--- config.mk ---
export PLATFORM = sky130hd
export DESIGN_NAME = div64
export DESIGN_NICKNAME = d
export VERILOG_FILES = /design/src/rtl/div64.sv
export SDC_FILE = /design/constraint.sdc
export NUM_CORES = 1
export LEC_CHECK = 0
export ABC_AREA = 1
export CAP_MARGIN = 30
export CORE_MARGIN = 1
export CORE_UTILIZATION = 40
export CTS_BUF_LIST = sky130_fd_sc_hd__clkbuf_8
export DETAILED_ROUTE_END_ITERATION = 7
export MAX_ROUTING_LAYER = met4
export SYNTH_ARGS = -nofsm -noshare
export SYNTH_HDL_FRONTEND = slang
export SYNTH_SLANG_ARGS = --single-unit
--- constraint.sdc ---
create_clock -name clk -period 29.7 [get_ports clk]
set_input_delay 5.94 -clock clk [delete_from_list [all_inputs] [get_ports clk]]
set_output_delay 5.94 -clock clk [all_outputs]
set_load 0.1 [all_outputs]
--- src/rtl/div64.sv ---
// div64: iterative radix-2 restoring divider for RV64M DIV/DIVU/REM/REMU
// and their W variants. One quotient bit per cycle. Divide-by-zero and
// signed overflow bypass the iteration and finish one cycle after acceptance.
module div64 #(
    parameter int WIDTH = 64
) (
    input  logic             clk,
    input  logic             rst_n,
    input  logic             flush,
    input  logic             in_valid,
    output logic             in_ready,
    input  logic [WIDTH-1:0] dividend,
    input  logic [WIDTH-1:0] divisor,
    input  logic             is_signed,
    input  logic             is_word,
    output logic             out_valid,
    input  logic             out_ready,
    output logic [WIDTH-1:0] quotient,
    output logic [WIDTH-1:0] remainder
);

    typedef enum logic [1:0] {IDLE, CALC, DONE} state_t;

    state_t state, state_nxt;

    // Working registers: dvd holds the dividend magnitude and collects
    // quotient bits from the LSB as it shifts; rem is the partial remainder.
    logic [63:0] dvd, rem, dsr;
    logic [5:0]  cnt;
    logic        word_q, qneg, rneg, special;

    logic signed [63:0] a_ext, b_ext;
    logic [63:0]        a_mag, b_mag;
    logic               a_neg, b_neg, div_zero, overflow;

    logic [64:0] shifted;
    logic [64:0] trial;
    logic        q_bit;
    logic [63:0] rem_nxt, quo_nxt;

    logic accept;

    function automatic logic [63:0] negate(input logic [63:0] x);
        return ~x + 64'd1;
    endfunction

    function automatic logic [63:0] sext32(input logic [31:0] x);
        return {{32{x[31]}}, x};
    endfunction

    // Sign fixup, then word results are sign-extended from bit 31 even for
    // the unsigned W ops.
    function automatic logic [63:0] fixup(input logic [63:0] x, input logic neg,
                                          input logic word);
        logic [63:0] y;
        y = neg ? negate(x) : x;
        return word ? sext32(y[31:0]) : y;
    endfunction

    // Operand preparation: width/sign extension, magnitudes, special cases.
    always_comb begin
        if (is_word) begin
            a_ext = is_signed ? sext32(dividend[31:0]) : {32'd0, dividend[31:0]};
            b_ext = is_signed ? sext32(divisor[31:0])  : {32'd0, divisor[31:0]};
        end else begin
            a_ext = dividend;
            b_ext = divisor;
        end
        a_neg    = is_signed & a_ext[63];
        b_neg    = is_signed & b_ext[63];
        a_mag    = a_neg ? negate(a_ext) : a_ext;
        b_mag    = b_neg ? negate(b_ext) : b_ext;
        div_zero = (b_ext == '0);
        overflow = is_signed && (b_ext == '1) &&
                   (a_ext == (is_word ? 64'hFFFF_FFFF_8000_0000 : 64'h8000_0000_0000_0000));
    end

    // One restoring step: shift in next dividend bit, trial subtract.
    // shifted < 2*dsr, so the 65-bit difference never wraps and bit 64 is its sign.
    always_comb begin
        shifted = {rem, dvd[63]};
        trial   = shifted - {1'b0, dsr};
        q_bit   = ~trial[64];
        rem_nxt = q_bit ? trial[63:0] : shifted[63:0];
        quo_nxt = {dvd[62:0], q_bit};
    end

    assign accept = (state == IDLE) && in_valid && !flush;

    // State register.
    always_ff @(posedge clk) begin
        if (!rst_n) state <= IDLE;
        else        state <= state_nxt;
    end

    // Next-state and handshake outputs; flush overrides every transition.
    always_comb begin
        state_nxt = state;
        in_ready  = (state == IDLE);
        out_valid = (state == DONE);
        case (state)
            IDLE:    if (in_valid) state_nxt = CALC;
            CALC:    if (special || cnt == 6'd0) state_nxt = DONE;
            DONE:    if (out_ready) state_nxt = IDLE;
            default: state_nxt = IDLE;
        endcase
        if (flush) state_nxt = IDLE;
    end

    // Datapath: load on accept (special results are parked in dvd/rem), iterate in CALC.
    always_ff @(posedge clk) begin
        if (accept) begin
            word_q  <= is_word;
            qneg    <= a_neg ^ b_neg;
            rneg    <= a_neg;
            special <= div_zero | overflow;
            dsr     <= b_mag;
            cnt     <= is_word ? 6'd31 : 6'd63;
            if (div_zero) begin
                dvd <= '1;
                rem <= is_word ? sext32(dividend[31:0]) : dividend;
            end else if (overflow) begin
                dvd <= a_ext;
                rem <= '0;
            end else begin
                dvd <= is_word ? {a_mag[31:0], 32'd0} : a_mag;
                rem <= '0;
            end
        end else if (state == CALC && !special) begin
            dvd <= quo_nxt;
            rem <= rem_nxt;
            cnt <= cnt - 6'd1;
        end
    end

    // Result registers, written only on the transition into DONE.
    always_ff @(posedge clk) begin
        if (!rst_n) begin
            quotient  <= '0;
            remainder <= '0;
        end else if (state == CALC && !flush) begin
            if (special) begin
                quotient  <= dvd;
                remainder <= rem;
            end else if (cnt == 6'd0) begin
                quotient  <= fixup(quo_nxt, qneg, word_q);
                remainder <= fixup(rem_nxt, rneg, word_q);
            end
        end
    end

endmodule

==> impl_metrics.env, run 1 <==
export IMPL_outcome="finished, final reports clean"
export IMPL_starting_density_of_the_core_pct=40.35
export IMPL_routed_wirelength_um=143200
export IMPL_final_layout_size_suffix_gt1_share_pct=6.080
export IMPL_rows=99
export IMPL_tritoncts="done"
export IMPL_cts_sinks=332
export IMPL_coreArea_mm2=0.07283
export IMPL_synth_avg_cell_area_um2=6.316
export IMPL_clock_skew_ps=71.99
export IMPL_synth_simple_gate_area_share_pct=33.07
export IMPL_yosysTopAreaCell="edfxtp_1"
export IMPL_ctsRootBufferMaster="clkbuf_8"
export IMPL_placed_cells=5739
export IMPL_grt_pass1_vias=30508
export IMPL_grt_max_degree=81
export IMPL_part_of_the_cycle_the_worst_path_needs_pct=35.46
export IMPL_syn2layout_area_growth_pct=16.51
export IMPL_worst_slew_margin_rel_pct=29.96
export IMPL_switchingPower_mw=0.7796
export IMPL_cp_start_kind="primary input"
export IMPL_track_usage_pct=38.79
export IMPL_worst_path_max_fanout=63
export IMPL_fin_util_pct=47.01
export IMPL_mux_contribution_to_synthesized_area_pct=0
export IMPL_first_pass_iters=8
export IMPL_totalPowerFinal_mw=1.782
export IMPL_grt_setup_unrepaired="false"
export IMPL_synth_compound_gate_area_share_pct=17.36
export IMPL_die_width_um=273.1
export IMPL_area_fraction_of_the_dominant_cell_type_after_synthesis_pct=20.64
export IMPL_chipHeight_um=273.1
export IMPL_min_path_type="register to register"
export IMPL_route_vias_total=32765
export IMPL_seq_area_frac_synth_pct=29.49
export IMPL_synth_xor_area_share_pct=5.156
export IMPL_post_cts_setup_buffer_count=0
export IMPL_synth_fa_ha_area_share_pct=3.048
export IMPL_report_final_slew_viol_count=0
export IMPL_final_cell_count_no_fill=5861
export IMPL_grt_remaining_overflow=0
export IMPL_power_switching_share_pct=43.74
export IMPL_clock_network_power_share_pct=28.6
export IMPL_hpwlAfterDp_um=115900
export IMPL_drt_iter0_drc=3848
export IMPL_boundaryPins=265
export IMPL_global_route_wire_length_before_repair_um=205100
export IMPL_layout_commonest_cell="nand2_1"
export IMPL_grt_met1_usage_pct=51.41
export IMPL_fraction_of_registers_with_async_set_or_reset_after_synthesis_pct=0
export IMPL_yosys_top_cells_area="edfxtp_1, nand2_1, inv_1"
export IMPL_layout_filler_cells=7888
export IMPL_hold_violation_count_in_the_final_report=0
export IMPL_io_buffer_count=264
export IMPL_cts_hold_fix_buffers=0
export IMPL_detail_route_wl_per_cell_um=24.43
export IMPL_grt_busiest_layer="met2"
export IMPL_pwr_share_seq_pct=32.2
export IMPL_final_cell_mix="nand2_1, inv_1, nor2_1"
export IMPL_synth_seq_cells=332
export IMPL_yosys_warnings=0
export IMPL_ant_nets=0
export IMPL_final_tns_setup_ps=0
export IMPL_p_int_mw=1.003
export IMPL_comb_power_share_pct=39.2
export IMPL_actual_slew_at_the_worst_max_slew_pin_ps=1047
export IMPL_setup_viol_count_final=0
export IMPL_pre_cts_ws_ps=18640
export IMPL_post_route_worst_setup_slack_ps=19170
export IMPL_timing_fmax_mhz=94.96
export IMPL_post_cts_resized_instances=0
export IMPL_peak_supply_drop_v=0.00003970
export IMPL_post_synth_inst_count=4653
export IMPL_globalRouteMet2Util_pct=55.76
export IMPL_route_detailed_vias_per_inst=5.590
export IMPL_antenna_found_initial=1
export IMPL_worst_ep_required_time_ps=30090
export IMPL_grt_met3_usage_pct=6.010
export IMPL_synth_top_family_by_area="simple AND/OR/NAND/NOR gates"
export IMPL_syn_num_nets=4859
export IMPL_finalHoldWorstSlack_ps=461.7
export IMPL_place_congestion=1.084
export IMPL_synth_distinct_cells=61
export IMPL_synth_enable_flop_cells=202
export IMPL_ctsHtreeMaxLevel=3
export IMPL_crit_arrival_ps=10920
export IMPL_powerDensity_mw_per_mm2=52.04
export IMPL_placedInstanceArea_mm2=0.03283
export IMPL_drc=0
export IMPL_clock_latency_ps=720
export IMPL_timing_max_cap_violations=0
export IMPL_yosys_most_used_dff="edfxtp_1"
export IMPL_design_die_area_mm2=0.07456
export IMPL_timing_final_crit_period_ps=10530
export IMPL_path_class="primary input to register"
export IMPL_worstSetupEndpointType="register"
export IMPL_nets=5054
export IMPL_clockBufferDepth=3
export IMPL_mappedNetlistArea_mm2=0.02939
export IMPL_leakagePower_nw=15.04
export IMPL_final_cell_area_mm2=0.03424
export IMPL_cts_buffers_inserted=66
export IMPL_path_clk_slew_ps=60
Yosys cell counts (35+ instances only):
| library cell | number |
|---|---|
| a21oi_1 | 396 |
| clkbuf_1 | 121 |
| dfxtp_1 | 130 |
| edfxtp_1 | 202 |
| ha_1 | 70 |
| inv_1 | 696 |
| nand2_1 | 1274 |
| nand3_1 | 223 |
| nand4_1 | 56 |
| nor2_1 | 495 |
| nor3_1 | 86 |
| nor4_1 | 44 |
| o211ai_1 | 48 |
| o21ai_0 | 228 |
| o21ai_1 | 35 |
| o22ai_1 | 60 |
| xor2_1 | 142 |
path summary, 6_finish.rpt:
kind / start / endpoint / cells after the start / slack [ps]
worst min register to register: remainder[48] / remainder[48] / 2 / 460
worst min-delay path: remainder[48] / remainder[48] / 2 / 460
worst max register to register: dsr[59] / quotient[56] / 30 / 23480
worst max-delay path: is_word / dvd[32] / 18 / 19170
routing by layer:
| metal | wire length, um | up-vias |
|---|---|---|
| li1 | - | 15534 |
| met1 | 61490 | 15271 |
| met2 | 60200 | 1633 |
| met3 | 11760 | 327 |
| met4 | 9757 | 0 |
| met5 | 0 | - |
critical path: stages:
cell and delay [ps]:
buf_2 260, buf_4 400, inv_1 120, buf_4 480, nor2_1 100, buf_4 230, inv_1 430, nand2_1 260
nor4_1 300, nand4_1 150, nor3_1 390, nand2_1 390, nand2_1 380, inv_1 470, o21ai_0 200, a21oi_1 70
a211oi_1 200, a22oi_1 100
sequential cells by signal, summed over array words and instances (netlist names):
register   flops
cnt            6
qneg           1
state          2
rneg           1
quotient      64
dsr           64
remainder     64
dvd           64
word_q         1
special        1
rem           64
kinds of logic (layout without fill, tap and decap cells):
group	count (synthesis)	after routing
AO/OA/AOI/OAI	896	896
XOR/XNOR	173	173
adder cells (fa/ha/maj)	71	71
buffers and inverters	885	1133
flip-flops	332	332
other	0	1
AND/OR/NAND/NOR	2296	2296
cell type report:
type / instances / area (um2) / share of cell area (%)
clock buffers: 77 / 1060 / 3.095
clock inverters: 44 / 347.8 / 1.016
inverters: 713 / 2685 / 7.842
multi-input cells: 3436 / 17270 / 50.44
flip-flops and latches: 332 / 8668 / 25.32
well taps: 959 / 1200 / 3.504
repair buffers: 299 / 3008 / 8.784
diodes: 1 / 2.502 / 0.007308
power groups by stage:
| stage | registers (mW) | clock network (mW) | logic (mW) |
|---|---|---|---|
| finish | 0.573 | 0.510 | 0.698 |
| global route | 0.573 | 0.535 | 0.751 |
| CTS | 0.571 | 0.516 | 0.683 |
| detailed placement | 0.581 | 0 | 0.680 |
| global placement | 0.581 | 0 | 0.679 |
| floorplan | 0.582 | 0 | 0.436 |
Power figures use the tool's default switching activity.
==> run 2, diff against run 1 <==
==> constraint.sdc (replaced) <==
create_clock -name clk -period 9.5 [get_ports clk]
set_input_delay 1.9 -clock clk [delete_from_list [all_inputs] [get_ports clk]]
set_output_delay 1.9 -clock clk [all_outputs]
set_load 0.1 [all_outputs]
==> run 2 against run 1 <==
Final cell count about the same. Sequential power increased to 3.1 times the previous value. Power increased to 3.1 times the previous value. First-iteration DRC count increased by 5.2%. Setup slack got worse by 16000 ps. Utilization about the same. Count of clock-buffer cells in the layout decreased by 1. Largest power group unchanged. Largest cell class unchanged. Final area about the same.
==> impl_metrics.env, run 2 (same netlist as run 1, synthesis figures left out) <==
export IMPL_post_cts_resized_instances=0
export IMPL_actual_slew_at_the_worst_max_slew_pin_ps=1032
export IMPL_boundaryPins=265
export IMPL_route_detailed_vias_per_inst=5.589
export IMPL_track_usage_pct=38.19
export IMPL_layout_commonest_cell="nand2_1"
export IMPL_leakagePower_nw=15.03
export IMPL_final_layout_size_suffix_gt1_share_pct=6.060
export IMPL_drt_iter0_drc=4049
export IMPL_final_cell_area_mm2=0.03421
export IMPL_outcome="finished, final reports clean"
export IMPL_ctsRootBufferMaster="clkbuf_8"
export IMPL_pre_cts_ws_ps=2877
export IMPL_hold_violation_count_in_the_final_report=0
export IMPL_worstReg2RegStart="dsr[43]"
export IMPL_min_path_type="register to register"
export IMPL_placedInstanceArea_mm2=0.03278
export IMPL_grt_max_degree=120
export IMPL_cts_hold_fix_buffers=0
export IMPL_cts_sinks=332
export IMPL_reg2reg_setup_slack_ps=3530
export IMPL_starting_density_of_the_core_pct=40.35
export IMPL_nets=5056
export IMPL_layout_filler_cells=7890
export IMPL_post_cts_setup_buffer_count=0
export IMPL_worst_path_dominant_cell_family="compound AO/OA/AOI/OAI gates"
export IMPL_rows=99
export IMPL_detail_route_wl_per_cell_um=23.95
export IMPL_antenna_found_initial=4
export IMPL_hold_path_startpoint="remainder[60]"
export IMPL_report_final_slew_viol_count=0
export IMPL_worst_path_max_fanout=4
export IMPL_grt_setup_unrepaired="false"
export IMPL_largest_stage_delay_worst_path_ps=570
export IMPL_setup_viol_count_final=0
export IMPL_route_vias_total=32771
export IMPL_hpwlAfterDp_um=113500
export IMPL_worstSetupEndpointType="register"
export IMPL_timing_max_cap_violations=0
export IMPL_timing_reg2reg_worst_path_depth=30
export IMPL_crit_path_top_delay_cell="clkdlybuf4s50_1"
export IMPL_powerDensity_mw_per_mm2=160.5
export IMPL_place_congestion=1.088
export IMPL_path_clk_slew_ps=60
export IMPL_part_of_the_cycle_the_worst_path_needs_pct=63.69
export IMPL_final_tns_setup_ps=0
export IMPL_ctsHtreeMaxLevel=3
export IMPL_die_width_um=273.1
export IMPL_min_delay_worst_endpoint="remainder[60]"
export IMPL_chipHeight_um=273.1
export IMPL_tritoncts="done"
export IMPL_worst_slew_margin_rel_pct=30.96
export IMPL_post_route_worst_setup_slack_ps=3450
export IMPL_syn2layout_area_growth_pct=16.42
export IMPL_crit_arrival_ps=6450
export IMPL_ff_latch_area_mm2=0.008668
export IMPL_routed_wirelength_um=140400
export IMPL_cp_start_kind="primary input"
export IMPL_critical_path_reg2reg_endpoint="quotient[56]"
export IMPL_coreArea_mm2=0.07283
export IMPL_worst_ep_required_time_ps=9900
export IMPL_clockBufferDepth=3
export IMPL_first_pass_iters=6
export IMPL_io_buffer_count=264
export IMPL_ant_nets=0
export IMPL_global_route_wire_length_before_repair_um=202500
export IMPL_drc=0
export IMPL_timing_critical_path_buf_inv=2
export IMPL_grt_pass1_vias=30304
export IMPL_timing_final_crit_period_ps=6050
export IMPL_grt_remaining_overflow=0
export IMPL_critical_path_cell_chain="clkdlybuf4s50_1, inv_1, ha_1, nand3_1, nor2_1, nand4_1, nor2_1, a21oi_1, a21oi_2, o21ai_0, a21oi_1, o21ai_1, a21oi_1, o21ai_0, or2_1, nor2_1, o21ai_1, nor2_1, a21oi_1"
export IMPL_clock_latency_ps=680
export IMPL_path_class="primary input to register"
export IMPL_final_cell_mix="nand2_1, inv_1, nor2_1"
export IMPL_cts_buffers_inserted=66
export IMPL_peak_supply_drop_v=0.00009610
export IMPL_clock_skew_ps=56.96
export IMPL_timing_fmax_mhz=165.3
export IMPL_totalPowerFinal_mw=5.491
export IMPL_design_die_area_mm2=0.07456
export IMPL_hold_path_cell_count=2
export IMPL_multi_input_comb_area_mm2=0.01727
[run 2: cell types whose count changed in the layout (fill, tap and decap cells not counted)]
| cell | delta |
|---|---|
| clkinv_2 | -1 |
| bufinv_16 | -1 |
| inv_6 | -1 |
| inv_8 | +1 |
| inv_1 | +3 |
| diode_2 | +2 |
| inv_12 | -1 |
| buf_4 | +1 |
| clkbuf_8 | -1 |
| clkinv_8 | -1 |
| clkinvlp_4 | +2 |
| clkinv_1 | -2 |
| buf_12 | +1 |
[run 2: area by class of cell]
cell class | count | share of cell area [%]
multi-input combinational | 3436 | 50.48
sequential | 332 | 25.34
timing repair buffer | 301 | 8.872
inverter | 713 | 7.848
tap | 959 | 3.507
clock buffer | 76 | 3.057
clock inverter | 43 | 0.8813
antenna | 3 | 0.02194
[run 2: metal layers]
| layer | GRT usage, % | up-vias | wire [um] |
|---|---|---|---|
| li1 | - | 15552 | - |
| met1 | 50.80 | 15264 | 60320 |
| met2 | 55.58 | 1646 | 59560 |
| met3 | 6.045 | 309 | 11960 |
| met4 | 19.79 | 0 | 8598 |
| met5 | - | - | 0 |
[run 2: worst max path at each step]
stage	startpoint	to	slack, ps	cells after the start
6_report	dividend[1]	dvd[60]	3450	19
5_1_grt	divisor[1]	rem[3]	2950	19
3_3_place_gp	divisor[31]	dvd[32]	2340	14
4_1_cts	divisor[0]	rem[56]	3570	20
2_1_floorplan	in_valid	cnt[0]	1910	5
3_5_place_dp	divisor[0]	rem[25]	2880	19
[run 2: stage by stage]
step | util [%] | hold WS [ps] | std cells
2_1_floorplan | - | 519.9 | 4653
3_3_place_gp | 44.88 | 451.1 | 5734
3_5_place_dp | 45.00 | 454.1 | 5738
4_1_cts | 46.85 | 463.2 | 5857
5_1_grt | 46.97 | 473.3 | 5862
6_report | 46.97 | 460.8 | 5863
[run 2: power breakdown]
| group | leakage [nW] | total (mW) | switching [mW] | internal, mW |
|---|---|---|---|---|
| registers | 2.95 | 1.79 | 0.129 | 1.66 |
| logic | 11.3 | 2.18 | 1.56 | 0.616 |
| clock network | 0.761 | 1.52 | 0.701 | 0.820 |
| total | 15.0 | 5.49 | 2.39 | 3.10 |
[run 2: worst min-delay path, stage by stage, from the launching register on]
cell and delay (ps):
dfxtp_1 310, nand2_1 60, a21oi_1 50
